--- src/rtl/dmem_arbiter_pkg.sv ---
// Shared definitions for the dual-core data-memory arbiter.
// Contents:
//   ADDR_W_DEF / DATA_W_DEF : default address and data widths
//   arb_state_e             : arbiter FSM state encoding
package dmem_arbiter_pkg;

  localparam int ADDR_W_DEF = 32;
  localparam int DATA_W_DEF = 32;

  typedef enum logic [1:0] {
    S_IDLE    = 2'd0,
    S_ISSUE   = 2'd1,
    S_CAPTURE = 2'd2,
    S_ACK     = 2'd3
  } arb_state_e;

endpackage : dmem_arbiter_pkg

--- src/rtl/dmem_arbiter_rr_select.sv ---
// Two-input round-robin grant selector (purely combinational).
// Ports:
//   req0_i, req1_i      : pending requests from core0 / core1
//   rr_i                : favoured core when both requests are pending
//   mask_en_i           : when 1, the core named by mask_owner_i is excluded
//   mask_owner_i        : core to exclude (the owner finishing its access)
//   gnt_valid_o         : a grant is available
//   gnt_id_o            : granted core index
module dmem_arbiter_rr_select (
  input  logic req0_i,
  input  logic req1_i,
  input  logic rr_i,
  input  logic mask_en_i,
  input  logic mask_owner_i,
  output logic gnt_valid_o,
  output logic gnt_id_o
);

  logic req0_eff_s;
  logic req1_eff_s;

  // The finishing owner's request is stale during ACK, so it is masked out.
  assign req0_eff_s = req0_i & ~(mask_en_i & ~mask_owner_i);
  assign req1_eff_s = req1_i & ~(mask_en_i &  mask_owner_i);

  // Grant decode: contention resolved by rr_i, otherwise the lone requester.
  always_comb begin
    gnt_valid_o = 1'b0;
    gnt_id_o    = 1'b0;
    if (req0_eff_s && req1_eff_s) begin
      gnt_valid_o = 1'b1;
      gnt_id_o    = rr_i;
    end else if (req0_eff_s) begin
      gnt_valid_o = 1'b1;
      gnt_id_o    = 1'b0;
    end else if (req1_eff_s) begin
      gnt_valid_o = 1'b1;
      gnt_id_o    = 1'b1;
    end else begin
      gnt_valid_o = 1'b0;
      gnt_id_o    = 1'b0;
    end
  end

endmodule : dmem_arbiter_rr_select

--- src/rtl/dmem_arbiter.sv ---
// Round-robin arbiter placing two pipeline cores onto one single-port,
// synchronous-read data memory. Each access takes ISSUE -> CAPTURE -> ACK;
// a waiting core is granted straight from ACK so alternating traffic runs
// at one access per three cycles.
// Ports:
//   Clk, Reset                        : clock, async active-high reset
//   Req*/We*/Addr*/WData*             : core request side (held until Ready*)
//   RData*/Ready*                     : core load data and completion pulse
//   MemEn/MemWe/MemAddr/MemWData      : registered memory command
//   MemRData                          : memory read data (one cycle after MemEn)
module dmem_arbiter
  import dmem_arbiter_pkg::*;
#(
  parameter int ADDR_W = ADDR_W_DEF,
  parameter int DATA_W = DATA_W_DEF
) (
  input  logic              Clk,
  input  logic              Reset,
  input  logic              Req0,
  input  logic              We0,
  input  logic [ADDR_W-1:0] Addr0,
  input  logic [DATA_W-1:0] WData0,
  output logic [DATA_W-1:0] RData0,
  output logic              Ready0,
  input  logic              Req1,
  input  logic              We1,
  input  logic [ADDR_W-1:0] Addr1,
  input  logic [DATA_W-1:0] WData1,
  output logic [DATA_W-1:0] RData1,
  output logic              Ready1,
  output logic              MemEn,
  output logic              MemWe,
  output logic [ADDR_W-1:0] MemAddr,
  output logic [DATA_W-1:0] MemWData,
  input  logic [DATA_W-1:0] MemRData
);

  arb_state_e        state_q;
  logic              owner_q;
  logic              rr_q;
  logic              we_q;
  logic              mem_en_q;
  logic              mem_we_q;
  logic [ADDR_W-1:0] mem_addr_q;
  logic [DATA_W-1:0] mem_wdata_q;
  logic [DATA_W-1:0] rdata0_q;
  logic [DATA_W-1:0] rdata1_q;
  logic              ready0_q;
  logic              ready1_q;

  logic              gnt_valid_s;
  logic              gnt_id_s;
  logic              sel_we_s;
  logic [ADDR_W-1:0] sel_addr_s;
  logic [DATA_W-1:0] sel_wdata_s;
  logic              in_ack_s;

  assign in_ack_s = (state_q == S_ACK);

  dmem_arbiter_rr_select u_rr_select (
    .req0_i       (Req0),
    .req1_i       (Req1),
    .rr_i         (rr_q),
    .mask_en_i    (in_ack_s),
    .mask_owner_i (owner_q),
    .gnt_valid_o  (gnt_valid_s),
    .gnt_id_o     (gnt_id_s)
  );

  // Route the granted core's request fields toward the command registers.
  always_comb begin
    sel_we_s    = We0;
    sel_addr_s  = Addr0;
    sel_wdata_s = WData0;
    if (gnt_id_s) begin
      sel_we_s    = We1;
      sel_addr_s  = Addr1;
      sel_wdata_s = WData1;
    end else begin
      sel_we_s    = We0;
      sel_addr_s  = Addr0;
      sel_wdata_s = WData0;
    end
  end

  // Arbiter FSM with all core- and memory-facing outputs registered.
  always_ff @(posedge Clk or posedge Reset) begin
    if (Reset) begin
      state_q     <= S_IDLE;
      owner_q     <= 1'b0;
      rr_q        <= 1'b0;
      we_q        <= 1'b0;
      mem_en_q    <= 1'b0;
      mem_we_q    <= 1'b0;
      mem_addr_q  <= {ADDR_W{1'b0}};
      mem_wdata_q <= {DATA_W{1'b0}};
      rdata0_q    <= {DATA_W{1'b0}};
      rdata1_q    <= {DATA_W{1'b0}};
      ready0_q    <= 1'b0;
      ready1_q    <= 1'b0;
    end else begin
      case (state_q)
        S_IDLE: begin
          if (gnt_valid_s) begin
            owner_q     <= gnt_id_s;
            we_q        <= sel_we_s;
            mem_en_q    <= 1'b1;
            mem_we_q    <= sel_we_s;
            mem_addr_q  <= sel_addr_s;
            mem_wdata_q <= sel_wdata_s;
            state_q     <= S_ISSUE;
          end else begin
            state_q     <= S_IDLE;
          end
        end
        S_ISSUE: begin
          mem_en_q <= 1'b0;
          mem_we_q <= 1'b0;
          state_q  <= S_CAPTURE;
        end
        S_CAPTURE: begin
          // MemRData is valid now, one cycle after the strobe.
          if (!we_q) begin
            if (owner_q) begin
              rdata1_q <= MemRData;
            end else begin
              rdata0_q <= MemRData;
            end
          end else begin
            rdata0_q <= rdata0_q;
          end
          ready0_q <= ~owner_q;
          ready1_q <=  owner_q;
          state_q  <= S_ACK;
        end
        S_ACK: begin
          ready0_q <= 1'b0;
          ready1_q <= 1'b0;
          rr_q     <= ~owner_q;
          // Only the non-owner can win here; serving it directly skips IDLE.
          if (gnt_valid_s) begin
            owner_q     <= gnt_id_s;
            we_q        <= sel_we_s;
            mem_en_q    <= 1'b1;
            mem_we_q    <= sel_we_s;
            mem_addr_q  <= sel_addr_s;
            mem_wdata_q <= sel_wdata_s;
            state_q     <= S_ISSUE;
          end else begin
            state_q     <= S_IDLE;
          end
        end
        default: begin
          mem_en_q <= 1'b0;
          mem_we_q <= 1'b0;
          ready0_q <= 1'b0;
          ready1_q <= 1'b0;
          state_q  <= S_IDLE;
        end
      endcase
    end
  end

  assign MemEn    = mem_en_q;
  assign MemWe    = mem_we_q;
  assign MemAddr  = mem_addr_q;
  assign MemWData = mem_wdata_q;
  assign RData0   = rdata0_q;
  assign RData1   = rdata1_q;
  assign Ready0   = ready0_q;
  assign Ready1   = ready1_q;

endmodule : dmem_arbiter
--- config.mk ---
export PLATFORM = sky130hd
export DESIGN_NAME = dmem_arbiter
export DESIGN_NICKNAME = d
export VERILOG_FILES = /design/src/rtl/dmem_arbiter_pkg.sv /design/src/rtl/dmem_arbiter_rr_select.sv /design/src/rtl/dmem_arbiter.sv
export SDC_FILE = /design/constraint.sdc
export NUM_CORES = 1
export LEC_CHECK = 0
export CAP_MARGIN = 20
export CORE_MARGIN = 2
export CORE_UTILIZATION = 30
export DETAILED_ROUTE_END_ITERATION = 6
export HOLD_SLACK_MARGIN = 0.02
export PLACE_DENSITY = 0.73
export SLEW_MARGIN = 20
export SYNTH_ARGS = -nofsm -noshare
export SYNTH_HDL_FRONTEND = slang
export SYNTH_SLANG_ARGS = --single-unit
--- constraint.sdc ---
create_clock -name Clk -period 6 [get_ports Clk]
set_input_delay 1.2 -clock Clk [delete_from_list [all_inputs] [get_ports Clk]]
set_output_delay 1.2 -clock Clk [all_outputs]
set_load 0.01 [all_outputs]
==> flow_summary_export.csv <==
group,metric,value,unit
synth,ys_top_cells_by_area,"dfrtp_1, mux2_2, mux2_4",
detailed_routing,routed_via_density,4.48,
synth,synth_area,0.00623,mm^2
finish,final_common_cell,"clkdlybuf4s50_1",
sta,fin_crit,3.51,ns
worst_setup_path,r2r_end,"MemWData[6]",
sta,finalHoldViolCount,0,
finish,syn_to_final_growth,61.4,%
synth,ys_async_sr_fraction,1.00,
clock_network,insertion_delay,0.41,ns
floorplanning,initial_core_util,0.307,
finish,nFillCells,1790,
sta,fin_tns_setup,0,ns
global_routing,antenna_found_initial,0,
floorplanning,ios,298,
floorplanning,die_area,0.0219,mm^2
worst_setup_path,crit_path_start,"Req0",
detailed_routing,wl_per_cell,16.8,um
worst_setup_path,worstPathMaxFanout,54,
sta,relSlewSlack,0.308,
clock_network,clkTransAtPathRegs,0.07,ns
power,power.density,543,mW/mm^2
sta,slew_viol_final,0,
finish,utilization,0.496,
sta,rsz0062_at_grt,"no",
clock_network,postCtsResizedCells,0,
clock_network,cts_buffers,17,
global_routing,grt_max_degree,95,
sta,finalCritPeriodShare,0.585,
synth,syn-instance-count,382,
worst_setup_path,cp_num_buf_inv,3,
clock_network,cts_sinks,137,
worst_setup_path,crit_end,"MemWData[6]",
clock_network,cts-htree-levels,4,
floorplanning,die_h,148,um
detailed_routing,drcViolationCount,0,
worst_setup_path,end_kind,"flop",
worst_setup_path,r2r_cells,5,
hold_path,hold_path.class,"flop to flop",
detailed_routing,vias,4321,
power,ir_worst_vdd,0.000367,V
job,drv_cap,0,
global_routing,grt_usage,0.149,
floorplanning,core_area,0.0203,mm^2
synth,synth_edf_count,0,
clock_network,cts_setup_buffers,0,
synth,synth_top_area_cell,"dfrtp_1",
worst_setup_path,slowest_stage,"o311ai_4",
synth,ys_dominant_reg_cell,"dfrtp_1",
finish,diodes,0,
global_routing,grt_pass1_vias,4773,
status,run_status,"completed",
synth,ys_seq_area_frac,0.550,
clock_network,clockRootBuffer,"clkbuf_16",
finish,drive_gt1_frac,0.329,
global_routing,grt_overflow,0,
sta,setup_viol,0,
worst_setup_path,crit_arrival,3.80,ns
clock_network,ctsHoldBuffers,0,
power,p_leak,4.26,nW
finish,finalNetCount,851,
worst_setup_path,criticalPathCategory,"input pin to flop",
clock_network,clockBufferDepth,2,
worst_setup_path,slowest_delay,0.89,ns
detailed_routing,dr.pass1.iters,4,
sta,tightest_slew,1.04,ns
worst_setup_path,reg2reg_slack,3.13,ns
synth,synth.avg_cell_area,16.3,um^2
global_routing,grt_pass1_wl,25300,um
worst_setup_path,crit_family,"buffers and inverters",
floorplanning,die_w,148,um
worst_setup_path,cp.required,6.29,ns
clock_network,cts_tree,"done",
placed_design,portBuffers,297,
worst_setup_path,reg2reg_from,"state_q[0]",
synth,synth_warnings,0,
worst_setup_path,worstPathCellList,"clkdlybuf4s50_1, inv_2, o311ai_4, buf_12, mux2_2, mux2_1",
detailed_routing,wl,16200,um
finish,final_cell_mix,"clkdlybuf4s50_1, dfrtp_1, mux2_2",
synth,netlist.area_leader.share,0.550,
sta,skew,0.0124,ns
worst_setup_path,cp-start-kind,"input pin",
floorplanning,core.rowCount,52,
detailed_routing,ant_nets,0,
detailed_routing,drt_iter0_drc,98,
worst_setup_path,worstSetupPathDepth,6,
synth,ys_types,25,
synth,syn-num-nets,551,
placed_design,dp_hpwl,12000,um
placed_design,gp_congestion,0.810,
sta,maxClockFrequency,285,MHz
synth,synth-seq-cells,137,
[worst min path at each step]
stage                startpoint          end  cells past startpoint
finish              MemWData[2]  MemWData[2]                      1
global placement          MemEn        MemEn                      1
floorplan                  rr_q         rr_q                      2
global route        MemWData[7]  MemWData[7]                      1
CTS                       MemEn        MemEn                      1
detailed placement  MemWData[6]  MemWData[6]                      1
[flip-flops by register name, summed over array words and instances (netlist names)]
register / flops
MemWe: 1
MemWData: 32
MemAddr: 32
we_q: 1
rr_q: 1
owner_q: 1
RData1: 32
Ready0: 1
Ready1: 1
state_q: 2
RData0: 32
MemEn: 1
[layer usage]
| metal | global-route usage | up-vias | part of all wire | wire [um] |
|---|---|---|---|---|
| met2 | 0.268 | 206 | 0.51 | 8350 |
| met1 | 0.160 | 2139 | 0.38 | 6130 |
| li1 | - | 1961 | - | - |
| met5 | 0 | - | 0 | 0 |
| met3 | 0.0574 | 15 | 0.093 | 1520 |
| met4 | 0.0533 | 0 | 0.015 | 244 |
[layout make-up]
cell class	instances	area, um^2	area share
flip-flops and latches	137	3430	0.341
repair buffers	302	3040	0.302
multi-input cells	217	2650	0.263
clock buffers	17	425	0.0423
well taps	270	338	0.0336
clock inverters	15	153	0.0152
inverters	7	31.3	0.00311
[cell usage after synthesis, types with 2 or more instances]
cell type / count
o21ai_0: 2
inv_1: 6
dfrtp_1: 137
mux2_4: 70
mux2_1: 8
nand2_1: 3
mux2_2: 114
clkbuf_1: 2
buf_6: 8
mux2i_1: 4
nor2_1: 3
buf_2: 10
ha_1: 3
[kinds of logic (layout without fill, tap and decap cells)]
logic type / after synthesis / after routing / synth area share
AOI/OAI and AO/OA: 9 / 9 / 0.0120
buffers and inverters: 28 / 341 / 0.0285
muxes: 196 / 196 / 0.396
DFF: 137 / 137 / 0.550
adders and majority gates: 3 / 3 / 0.00602
and+or+nand+nor: 9 / 9 / 0.00783
[report_power, final]
group	internal [mW]	switching, mW	leakage (nW)	total, mW
sequential	1.42	0.279	1.61	1.70
combinational	1.75	1.01	2.37	2.76
clock	0.553	0.457	0.274	1.01
[per-stage QoR]
step	setup slack [ns]	instances	hold WS (ns)	area [um^2]	power (mW)
final	2.49	965	0.493	10100	5.47
after global routing	2.40	965	0.514	10100	5.79
after CTS	2.49	965	0.494	10100	5.56
after detailed placement	2.03	933	0.478	9480	4.51
after global placement	2.10	933	0.464	9480	4.43
after floorplan	1.13	382	0.510	6230	3.21
[worst reg2reg max path: stages (launching register included)]
cell      delay, ns
dfrtp_1        0.40
ha_1           0.31
o311ai_4       0.91
buf_12         0.43
mux2_2         0.42
mux2_1         0.29
No activity file was read; power rests on OpenSTA's default activity.
